[config.mk]
export PLATFORM = sky130hd
export DESIGN_NAME = multicycle_controller
export DESIGN_NICKNAME = d
export VERILOG_FILES = /design/src/rtl/riscv_pkg.sv /design/src/rtl/mem_wait_timer.sv /design/src/rtl/multicycle_controller.sv
export SDC_FILE = /design/constraint.sdc
export NUM_CORES = 1
export LEC_CHECK = 0
export BUFFER_PORTS_ARGS = -buffer_cell sky130_fd_sc_hd__buf_2
export CAP_MARGIN = 5
export CELL_PAD_IN_SITES_DETAIL_PLACEMENT = 0
export CELL_PAD_IN_SITES_GLOBAL_PLACEMENT = 1
export CORE_UTILIZATION = 38
export CTS_CLUSTER_DIAMETER = 120
export DETAILED_ROUTE_END_ITERATION = 10
export PLACE_DENSITY = 0.87
export REMOVE_ABC_BUFFERS = 1
export SYNTH_ARGS = -nofsm -noshare
export SYNTH_HDL_FRONTEND = slang
export SYNTH_HIERARCHICAL = 1
export SYNTH_SLANG_ARGS = --single-unit
[constraint.sdc]
create_clock -name i_clk -period 5 [get_ports i_clk]
set_input_delay 0.5 -clock i_clk [delete_from_list [all_inputs] [get_ports i_clk]]
set_output_delay 0.5 -clock i_clk [all_outputs]
set_load 0.02 [all_outputs]
[src/rtl/riscv_pkg.sv]
// Shared RV32I control encodings used by the controller, datapath and immediate extender.
package riscv_pkg;

  localparam logic [6:0] OP_LOAD   = 7'b0000011;
  localparam logic [6:0] OP_STORE  = 7'b0100011;
  localparam logic [6:0] OP_RTYPE  = 7'b0110011;
  localparam logic [6:0] OP_ITYPE  = 7'b0010011;
  localparam logic [6:0] OP_BRANCH = 7'b1100011;
  localparam logic [6:0] OP_JAL    = 7'b1101111;
  localparam logic [6:0] OP_JALR   = 7'b1100111;
  localparam logic [6:0] OP_LUI    = 7'b0110111;
  localparam logic [6:0] OP_AUIPC  = 7'b0010111;

  typedef enum logic [3:0] {
    S_FETCH    = 4'd0,
    S_DECODE   = 4'd1,
    S_MEMADR   = 4'd2,
    S_MEMREAD  = 4'd3,
    S_MEMWB    = 4'd4,
    S_MEMWRITE = 4'd5,
    S_EXECR    = 4'd6,
    S_EXECI    = 4'd7,
    S_ALUWB    = 4'd8,
    S_BRANCH   = 4'd9,
    S_JAL      = 4'd10,
    S_JALR     = 4'd11,
    S_JALRWB   = 4'd12,
    S_LUI      = 4'd13,
    S_AUIPC    = 4'd14,
    S_TRAP     = 4'd15
  } state_e;

  localparam logic [1:0] SRCA_PC    = 2'b00;
  localparam logic [1:0] SRCA_OLDPC = 2'b01;
  localparam logic [1:0] SRCA_RS1   = 2'b10;

  localparam logic [1:0] SRCB_RS2   = 2'b00;
  localparam logic [1:0] SRCB_IMM   = 2'b01;
  localparam logic [1:0] SRCB_FOUR  = 2'b10;

  localparam logic [2:0] IMM_I = 3'b000;
  localparam logic [2:0] IMM_S = 3'b001;
  localparam logic [2:0] IMM_B = 3'b010;
  localparam logic [2:0] IMM_J = 3'b011;
  localparam logic [2:0] IMM_U = 3'b100;

  localparam logic [1:0] RES_ALUOUT    = 2'b00;
  localparam logic [1:0] RES_READDATA  = 2'b01;
  localparam logic [1:0] RES_ALURESULT = 2'b10;

  localparam logic [1:0] ALUOP_ADD   = 2'b00;
  localparam logic [1:0] ALUOP_SUB   = 2'b01;
  localparam logic [1:0] ALUOP_FUNCT = 2'b10;
  localparam logic [1:0] ALUOP_PASSB = 2'b11;

  function automatic logic is_mem_state(input state_e s);
    return (s == S_FETCH) || (s == S_MEMREAD) || (s == S_MEMWRITE);
  endfunction

endpackage

[src/rtl/mem_wait_timer.sv]
// Counts consecutive not-ready cycles of a memory access and flags expiry on the last allowed cycle.
module mem_wait_timer #(
  parameter int unsigned TIMEOUT = 16,
  parameter int unsigned CNT_W   = 5
) (
  input  logic i_clk,
  input  logic i_rst_n,
  input  logic i_active,
  input  logic i_ready,
  output logic o_expire
);

  localparam logic [CNT_W-1:0] LAST = (TIMEOUT > 0) ? CNT_W'(TIMEOUT - 1) : '0;

  logic [CNT_W-1:0] cnt_q, cnt_d;

  always_comb begin
    cnt_d = '0;
    if (i_active && !i_ready) cnt_d = cnt_q + CNT_W'(1);
  end

  // A ready on the final cycle completes the access rather than expiring it.
  assign o_expire = (TIMEOUT > 0) && i_active && !i_ready && (cnt_q == LAST);

  always_ff @(posedge i_clk or negedge i_rst_n) begin
    if (!i_rst_n) cnt_q <= '0;
    else          cnt_q <= cnt_d;
  end

endmodule

[src/rtl/multicycle_controller.sv]
// Multicycle RV32I control FSM: sequences fetch/decode/execute/memory/writeback with memory timeout and illegal-opcode trap.
module multicycle_controller
  import riscv_pkg::*;
#(
  parameter int unsigned TIMEOUT      = 16,
  parameter bit          ILLEGAL_TRAP = 1'b1,
  parameter int unsigned CNT_W        = 5
) (
  input  logic       i_clk,
  input  logic       i_rst_n,
  input  logic [6:0] i_opcode,
  input  logic [2:0] i_funct3,
  input  logic       i_memReady,
  output logic       o_memReq,
  output logic       o_memWrite,
  output logic       o_adrSrc,
  output logic       o_irWrite,
  output logic       o_pcUpdate,
  output logic       o_branch,
  output logic       o_regWrite,
  output logic [1:0] o_ALUSrcA,
  output logic [1:0] o_ALUSrcB,
  output logic [2:0] o_immSrc,
  output logic [1:0] o_resultSrc,
  output logic [1:0] o_ALUOp,
  output logic       o_illegal,
  output logic       o_memTimeout,
  output logic [3:0] o_state
);

  state_e state_q, state_d;
  logic   illegal_q, illegal_d;
  logic   timeout_q, timeout_d;
  logic   bad_op;
  logic   expire;

  mem_wait_timer #(.TIMEOUT(TIMEOUT), .CNT_W(CNT_W)) u_timer (
    .i_clk    (i_clk),
    .i_rst_n  (i_rst_n),
    .i_active (is_mem_state(state_q)),
    .i_ready  (i_memReady),
    .o_expire (expire)
  );

  always_comb begin
    state_d   = state_q;
    illegal_d = illegal_q;
    timeout_d = timeout_q;
    bad_op    = 1'b0;
    unique case (state_q)
      S_FETCH:    if (i_memReady) state_d = S_DECODE;
      S_DECODE: begin
        case (i_opcode)
          OP_LOAD, OP_STORE: state_d = S_MEMADR;
          OP_RTYPE:          state_d = S_EXECR;
          OP_ITYPE:          state_d = S_EXECI;
          OP_BRANCH:         state_d = S_BRANCH;
          OP_JAL:            state_d = S_JAL;
          OP_JALR:           if (i_funct3 == 3'b000) state_d = S_JALR;
                             else                    bad_op  = 1'b1;
          OP_LUI:            state_d = S_LUI;
          OP_AUIPC:          state_d = S_AUIPC;
          default:           bad_op  = 1'b1;
        endcase
        if (bad_op) begin
          if (ILLEGAL_TRAP) begin
            state_d   = S_TRAP;
            illegal_d = 1'b1;
          end else begin
            state_d = S_FETCH;
          end
        end
      end
      S_MEMADR:   state_d = (i_opcode == OP_STORE) ? S_MEMWRITE : S_MEMREAD;
      S_MEMREAD:  if (i_memReady) state_d = S_MEMWB;
      S_MEMWB:    state_d = S_FETCH;
      S_MEMWRITE: if (i_memReady) state_d = S_FETCH;
      S_EXECR:    state_d = S_ALUWB;
      S_EXECI:    state_d = S_ALUWB;
      S_ALUWB:    state_d = S_FETCH;
      S_BRANCH:   state_d = S_FETCH;
      S_JAL:      state_d = S_ALUWB;
      S_JALR:     state_d = S_JALRWB;
      S_JALRWB:   state_d = S_FETCH;
      S_LUI:      state_d = S_ALUWB;
      S_AUIPC:    state_d = S_ALUWB;
      S_TRAP:     state_d = S_TRAP;
    endcase
    if (expire) begin
      state_d   = S_TRAP;
      timeout_d = 1'b1;
    end
  end

  always_ff @(posedge i_clk or negedge i_rst_n) begin
    if (!i_rst_n) begin
      state_q   <= S_FETCH;
      illegal_q <= 1'b0;
      timeout_q <= 1'b0;
    end else begin
      state_q   <= state_d;
      illegal_q <= illegal_d;
      timeout_q <= timeout_d;
    end
  end

  // Decodes are masked by reset so a request is withdrawn the moment reset asserts.
  always_comb begin
    o_memReq    = 1'b0;
    o_memWrite  = 1'b0;
    o_adrSrc    = 1'b0;
    o_irWrite   = 1'b0;
    o_pcUpdate  = 1'b0;
    o_branch    = 1'b0;
    o_regWrite  = 1'b0;
    o_ALUSrcA   = SRCA_PC;
    o_ALUSrcB   = SRCB_RS2;
    o_immSrc    = IMM_I;
    o_resultSrc = RES_ALUOUT;
    o_ALUOp     = ALUOP_ADD;
    if (i_rst_n) begin
      case (state_q)
        S_FETCH: begin
          o_memReq    = 1'b1;
          o_ALUSrcB   = SRCB_FOUR;
          o_resultSrc = RES_ALURESULT;
          o_irWrite   = i_memReady;
          o_pcUpdate  = i_memReady;
        end
        S_DECODE: begin
          o_ALUSrcA = SRCA_OLDPC;
          o_ALUSrcB = SRCB_IMM;
          o_immSrc  = IMM_B;
        end
        S_MEMADR: begin
          o_ALUSrcA = SRCA_RS1;
          o_ALUSrcB = SRCB_IMM;
          o_immSrc  = (i_opcode == OP_STORE) ? IMM_S : IMM_I;
        end
        S_MEMREAD: begin
          o_memReq = 1'b1;
          o_adrSrc = 1'b1;
        end
        S_MEMWB: begin
          o_regWrite  = 1'b1;
          o_resultSrc = RES_READDATA;
        end
        S_MEMWRITE: begin
          o_memReq   = 1'b1;
          o_memWrite = 1'b1;
          o_adrSrc   = 1'b1;
        end
        S_EXECR: begin
          o_ALUSrcA = SRCA_RS1;
          o_ALUOp   = ALUOP_FUNCT;
        end
        S_EXECI: begin
          o_ALUSrcA = SRCA_RS1;
          o_ALUSrcB = SRCB_IMM;
          o_ALUOp   = ALUOP_FUNCT;
        end
        S_ALUWB:  o_regWrite = 1'b1;
        S_BRANCH: begin
          o_ALUSrcA = SRCA_RS1;
          o_ALUOp   = ALUOP_SUB;
          o_branch  = 1'b1;
        end
        S_JAL: begin
          o_ALUSrcA  = SRCA_OLDPC;
          o_ALUSrcB  = SRCB_FOUR;
          o_pcUpdate = 1'b1;
        end
        S_JALR: begin
          o_ALUSrcA   = SRCA_RS1;
          o_ALUSrcB   = SRCB_IMM;
          o_resultSrc = RES_ALURESULT;
          o_pcUpdate  = 1'b1;
        end
        S_JALRWB: begin
          o_ALUSrcA   = SRCA_OLDPC;
          o_ALUSrcB   = SRCB_FOUR;
          o_resultSrc = RES_ALURESULT;
          o_regWrite  = 1'b1;
        end
        S_LUI: begin
          o_ALUSrcB = SRCB_IMM;
          o_immSrc  = IMM_U;
          o_ALUOp   = ALUOP_PASSB;
        end
        S_AUIPC: begin
          o_ALUSrcA = SRCA_OLDPC;
          o_ALUSrcB = SRCB_IMM;
          o_immSrc  = IMM_U;
        end
        default: ;
      endcase
    end
  end

  assign o_illegal    = illegal_q;
  assign o_memTimeout = timeout_q;
  assign o_state      = state_q;

endmodule

# Yosys cells after proc, flatten, opt, wreduce, memory -nomap -nowiden
# Cells that the tools add are included.
# word_totals
register_bits,11
latchBits,0
mem_bits_rw,0
romBits,0
inputBits,13
out_inout_bits,24
word_cells,97
n_memories,0
# classes
addsub,1
multipliers,0
div,0
order_cmp,0
n_eq_ne,30
shift,0
mux,38
n_bitwise,0
reduce_logical,24
# op_table
operator,count
4-bit one-hot mux with 9 select lines,1
4-bit == test (second input constant),8
4-bit one-hot mux with 8 select lines,1
4-bit two-way mux,6
7-bit by 6-bit == test with 1-bit output (second input constant),3
7-bit == test (second input constant),3
4-bit by 3-bit == test with 1-bit output (second input constant),4
1-bit two-way mux,16
7-bit by 5-bit == test with 1-bit output (second input constant),2
2-bit one-hot mux with 2 select lines,3
3-bit OR reduction,4
11-bit by 3-bit != test with 1-bit output (second input constant),1
2-bit OR reduction,5
5-bit OR reduction,2
3-bit != test (second input constant),3
3-bit one-hot mux with 3 select lines,1
4-bit by 2-bit == test with 1-bit output (second input constant),2
2-bit two-way mux,4
4-bit OR reduction,2
8-bit OR reduction,1
7-bit by 2-bit == test with 1-bit output (second input constant),1
3-bit two-way mux,2
2-bit one-hot mux with 3 select lines,1
6-bit OR reduction,1
13 further kinds,16

# Logic depth before layout (Yosys ltp)
# logic_depth
depth_word,7
ltp_mapped,9
depth_no_buf,8

# By module
# Netlist, hierarchy kept.
# by_module_without_submodules
module,instances,cells_each,area_each_um2,seq_area_each_um2
multicycle_controller,1,111,842.1,150.1
mem_wait_timer,1,22,235.2,125.1

# Worst setup path after synthesis
# Ideal clock, no wire load.
# synth_path
kind,reg2out
startpoint,reg state_q[3] (netlist: o_state[3])
endpoint,out o_pcUpdate
arrival_ns,1.767
required_ns,4.500
setup_slack_ns,2.733
path_stages_with_launch,5
path_buffers,1
path_cell_list,dfrtp_1 -> buf_2 -> or2_2 -> nor3_1 -> a31o_2
# synth_via
elab_chain_cells,4
word_cells_on_any_way,6
cone_classes,eq/ne (2); mux (2); reduce/logical (2)
# synth_rtl
item,line_no,rtl
from (decl),multicycle_controller.sv:31,"state_e state_q, state_d;"
from (signal assigned),multicycle_controller.sv:101,state_q <= state_d;
4-bit == test,multicycle_controller.sv:122,case (state_q)
2-bit OR reduction (no line),n/a,
1-bit one-hot mux with 2 select lines (*),multicycle_controller.sv:122,
1-bit two-way mux (*),multicycle_controller.sv:121,if (i_rst_n) begin
to (decl),multicycle_controller.sv:18,"output logic o_pcUpdate,"
# Every way passes the cells marked *; elsewhere a longest branch is shown, timed or not.

# Worst setup path after layout
# layout_path
startpoint,reg state_q[0] (netlist: o_state[0])
endpoint,out o_immSrc[0]
# layout_via
elab_chain_cells,4
word_cells_on_any_way,7
cone_classes,eq/ne (4); mux (2); reduce/logical (1)
# layout_rtl
item,line_no,rtl
4-bit == test,multicycle_controller.sv:122,
2-bit OR reduction (no line),n/a,
3-bit one-hot mux with 3 select lines (*),multicycle_controller.sv:122,
3-bit two-way mux (*),multicycle_controller.sv:121,
to (decl),multicycle_controller.sv:23,"output logic [2:0] o_immSrc,"
# Marks and branches as above.

==> run metrics <==
PwrDens=510 nW/um^2; Worst-path clk slew=0.07 ns; drt total wl=2.55 mm; PnR worst setup slack=roughly 2.4 ns; number of max-cap violations=0; leading cell type in the layout, fill and taps excluded=buf_2; CTS Buf Count=3; Worst-Skew Late Latency=0.26 ns; First-pass DRT Iterations=4; sw frac=approximately half; Final Instance Count excl. Fillers=193; Pint=0.316 mW; detailed-route DRC error count=0; fin crit share=between 50 and 60%; syn_area_per_cell=between 8 and 9 um^2; slew margin rel.=between 50% and 60%; CP endpoint kind=output port; WP buf/inv=1; Synth Register Bits=11; Setup Buffers After CTS=0; final hold vios=0; Core Rows=18; vias in the first global route=1008; Synth area leader=dfrtp_1; cell area after layout=around 1300 um^2; worst-path cell chain=or4b_1 > nor4_2 > and2_1 > buf_2; Seq/Total Area, Yosys=around a quarter; Tmin final=about 2.6 ns; mapped cell area=about 1100 um^2; setup_tns=0 ns; Slowest cell on crit path=dfrtp_1; filler instances=approximately 270; Vias/cell=5.74; status=finished, final reports clean; Yosys top cell area share=approximately a quarter; die span in x=about 55 um; Die ar.=between 3000 and 4000 um^2; top cells by area, synth=dfrtp_1 (26%), nor2_1 (4.9%), nor3b_1 (4.2%), xnor2_1 (4.1%), nand2b_1 (2.9%); worst min path class=in2async; Post-DP Area=1250 um^2; Post-CTS Hold Buffers=0; skew final=~0.0023 ns; final setup violation count=0; CTS tree=built; Levels on crit path=4; port bufs=36; post-route antenna net violation count=0; Crit path max-delay family=simple AND/OR/NAND/NOR gates; dpl ws=roughly 2.5 ns; CP Launch Type=register; most frequent cells in the layout=buf_2 (36), nor2_1 (14), dfrtp_1 (11); Hold WS=0.182 ns; Reg power frac=between 20 and 30%; final core occ=between 40% and 50%; initial antenna violation count=0; Max Root-Sink Buffers=2; PostCTS Resize Cnt=0; f_max=roughly 380 MHz; Overflow after GRT=0; Worst Path Required=roughly 4.5 ns; ys async rst share=100%; Max Transition Viols Final=0; Wirelength per Cell=about 13 um; Psw=~0.33 mW; die height=~55 um; combinational share of power=61.4%; clock power share=approximately 9.0%; Crit Path Category=reg2out; HPWL Detailed=about 1.9 mm; synth unique cells=53; synthesized netlist cell count=133; worst-path maximum fanout=19; data arrival time of the worst path=2.13 ns; r2r worst-path depth=8; CTS root buf=clkbuf_4; power consumption=~0.65 mW; Synth Flop Type=dfrtp_1; CTS Sinks=11; Area Overhead vs Synth=18.2%; Static Leak=0.613 nW; H-tree level count=1; routability cong.=just under 0.8; nets=179; CP max stage delay=0.62 ns; Iter 0 DRT Violations=32; synth warn=6; core area=2570 um^2; Initial Utilization=42.0%; RSZ-0062 raised after global routing=false; largest net degree at the start of global routing=29; Antenna Cells=0; Post-synth EDFFs=0; Worst-Margin Slew=approximately 0.65 ns; first-pass GRT wire length=about 4.3 mm; layout cells sized above 1=between 30% and 40%; total track usage=17.1%; dpl cells=~190; routed vias=~1100; I/O Pins=37; Peak VDD IR=roughly 0.38 mV
==> registers in the layout, summed over array words and instances, names as in the netlist <==
| name | count |
|---|---|
| o_memTimeout | 1 |
| o_illegal | 1 |
| o_state | 4 |
| u_timer/cnt_q | 5 |
==> area by class of cell <==
| type | instances | area (um^2) | area share [%] |
|---|---|---|---|
| well taps | 30 | 37.5 | 2.95 |
| clock inverters | 1 | 5.00 | 0.393 |
| inverters | 6 | 22.5 | 1.77 |
| repair buffers | 36 | 180 | 14.1 |
| flip-flops and latches | 11 | 275 | 21.6 |
| multi-input cells | 106 | 731 | 57.4 |
| clock buffers | 3 | 22.5 | 1.77 |
==> final timing paths <==
check | from | end | slack [ns]
hold / removal | i_rst_n | o_memTimeout$_DFFE_PN0P_ | 0.18
max in group asynchronous | i_rst_n | u_timer/cnt_q[0]$_DFF_PN0_ | 4.50
min in group i_clk | o_memTimeout$_DFFE_PN0P_ | o_memTimeout$_DFFE_PN0P_ | 0.47
hold reg to reg | o_memTimeout$_DFFE_PN0P_ | o_memTimeout$_DFFE_PN0P_ | 0.47
setup reg to reg | o_state[0]$_DFFE_PN0P_ | o_state[1]$_DFFE_PN0P_ | 2.43
setup / recovery | o_state[0]$_DFFE_PN0P_ | o_immSrc[0] | 2.37
==> power by group through the flow <==
stage | sequential (mW) | clock [mW] | combinational [mW]
2_1_floorplan | 0.190 | 0 | 0.283
3_3_place_gp | 0.189 | 0 | 0.396
3_5_place_dp | 0.192 | 0 | 0.401
4_1_cts | 0.191 | 0.0614 | 0.401
5_1_grt | 0.202 | 0.0652 | 0.436
6_report | 0.192 | 0.0587 | 0.399
==> cells by family after synthesis <==
group / synth area share (%)
and+or+nand+nor: 38.6
AOI/OAI and AO/OA: 18.2
buffers and inverters: 6.62
DFF: 25.6
xor gates and xnor gates: 4.88
muxes: 3.83
adders and majority gates: 2.32
==> synthesized netlist by cell type (2+ instances only) <==
cell	number
ha_1	2
o21ai_0	3
a31oi_1	3
or2_2	3
nand2b_1	5
clkbuf_1	5
a31o_2	2
inv_1	5
nand3_1	3
buf_2	3
o31a_1	2
a211oi_1	2
dfrtp_1	11
nand3b_1	2
nor2_1	14
o2111ai_1	2
xnor2_1	5
and4b_1	2
and2_1	4
mux2i_1	3
nor3b_1	6
nor3_1	4
nor2b_1	5
nand2_1	6
and3_1	3
==> worst register-to-register path, stage by stage, from the launching register on <==
cell	delay, ns
dfrtp_1	0.76
nand2b_1	0.18
mux2_2	0.32
nor2_1	0.16
or2b_1	0.30
nor2_1	0.32
or2_2	0.19
or3_1	0.12
a2bb2oi_1	0.15
==> layer usage <==
layer	part of all wire [%]	GRT usage, %	up-vias
li1	-	-	543
met1	48	23.0	534
met2	48	28.6	29
met3	3.8	2.11	2
met4	0.39	5.00	0
met5	0	0	-
Note: power is estimated with default switching activity, not from simulation.
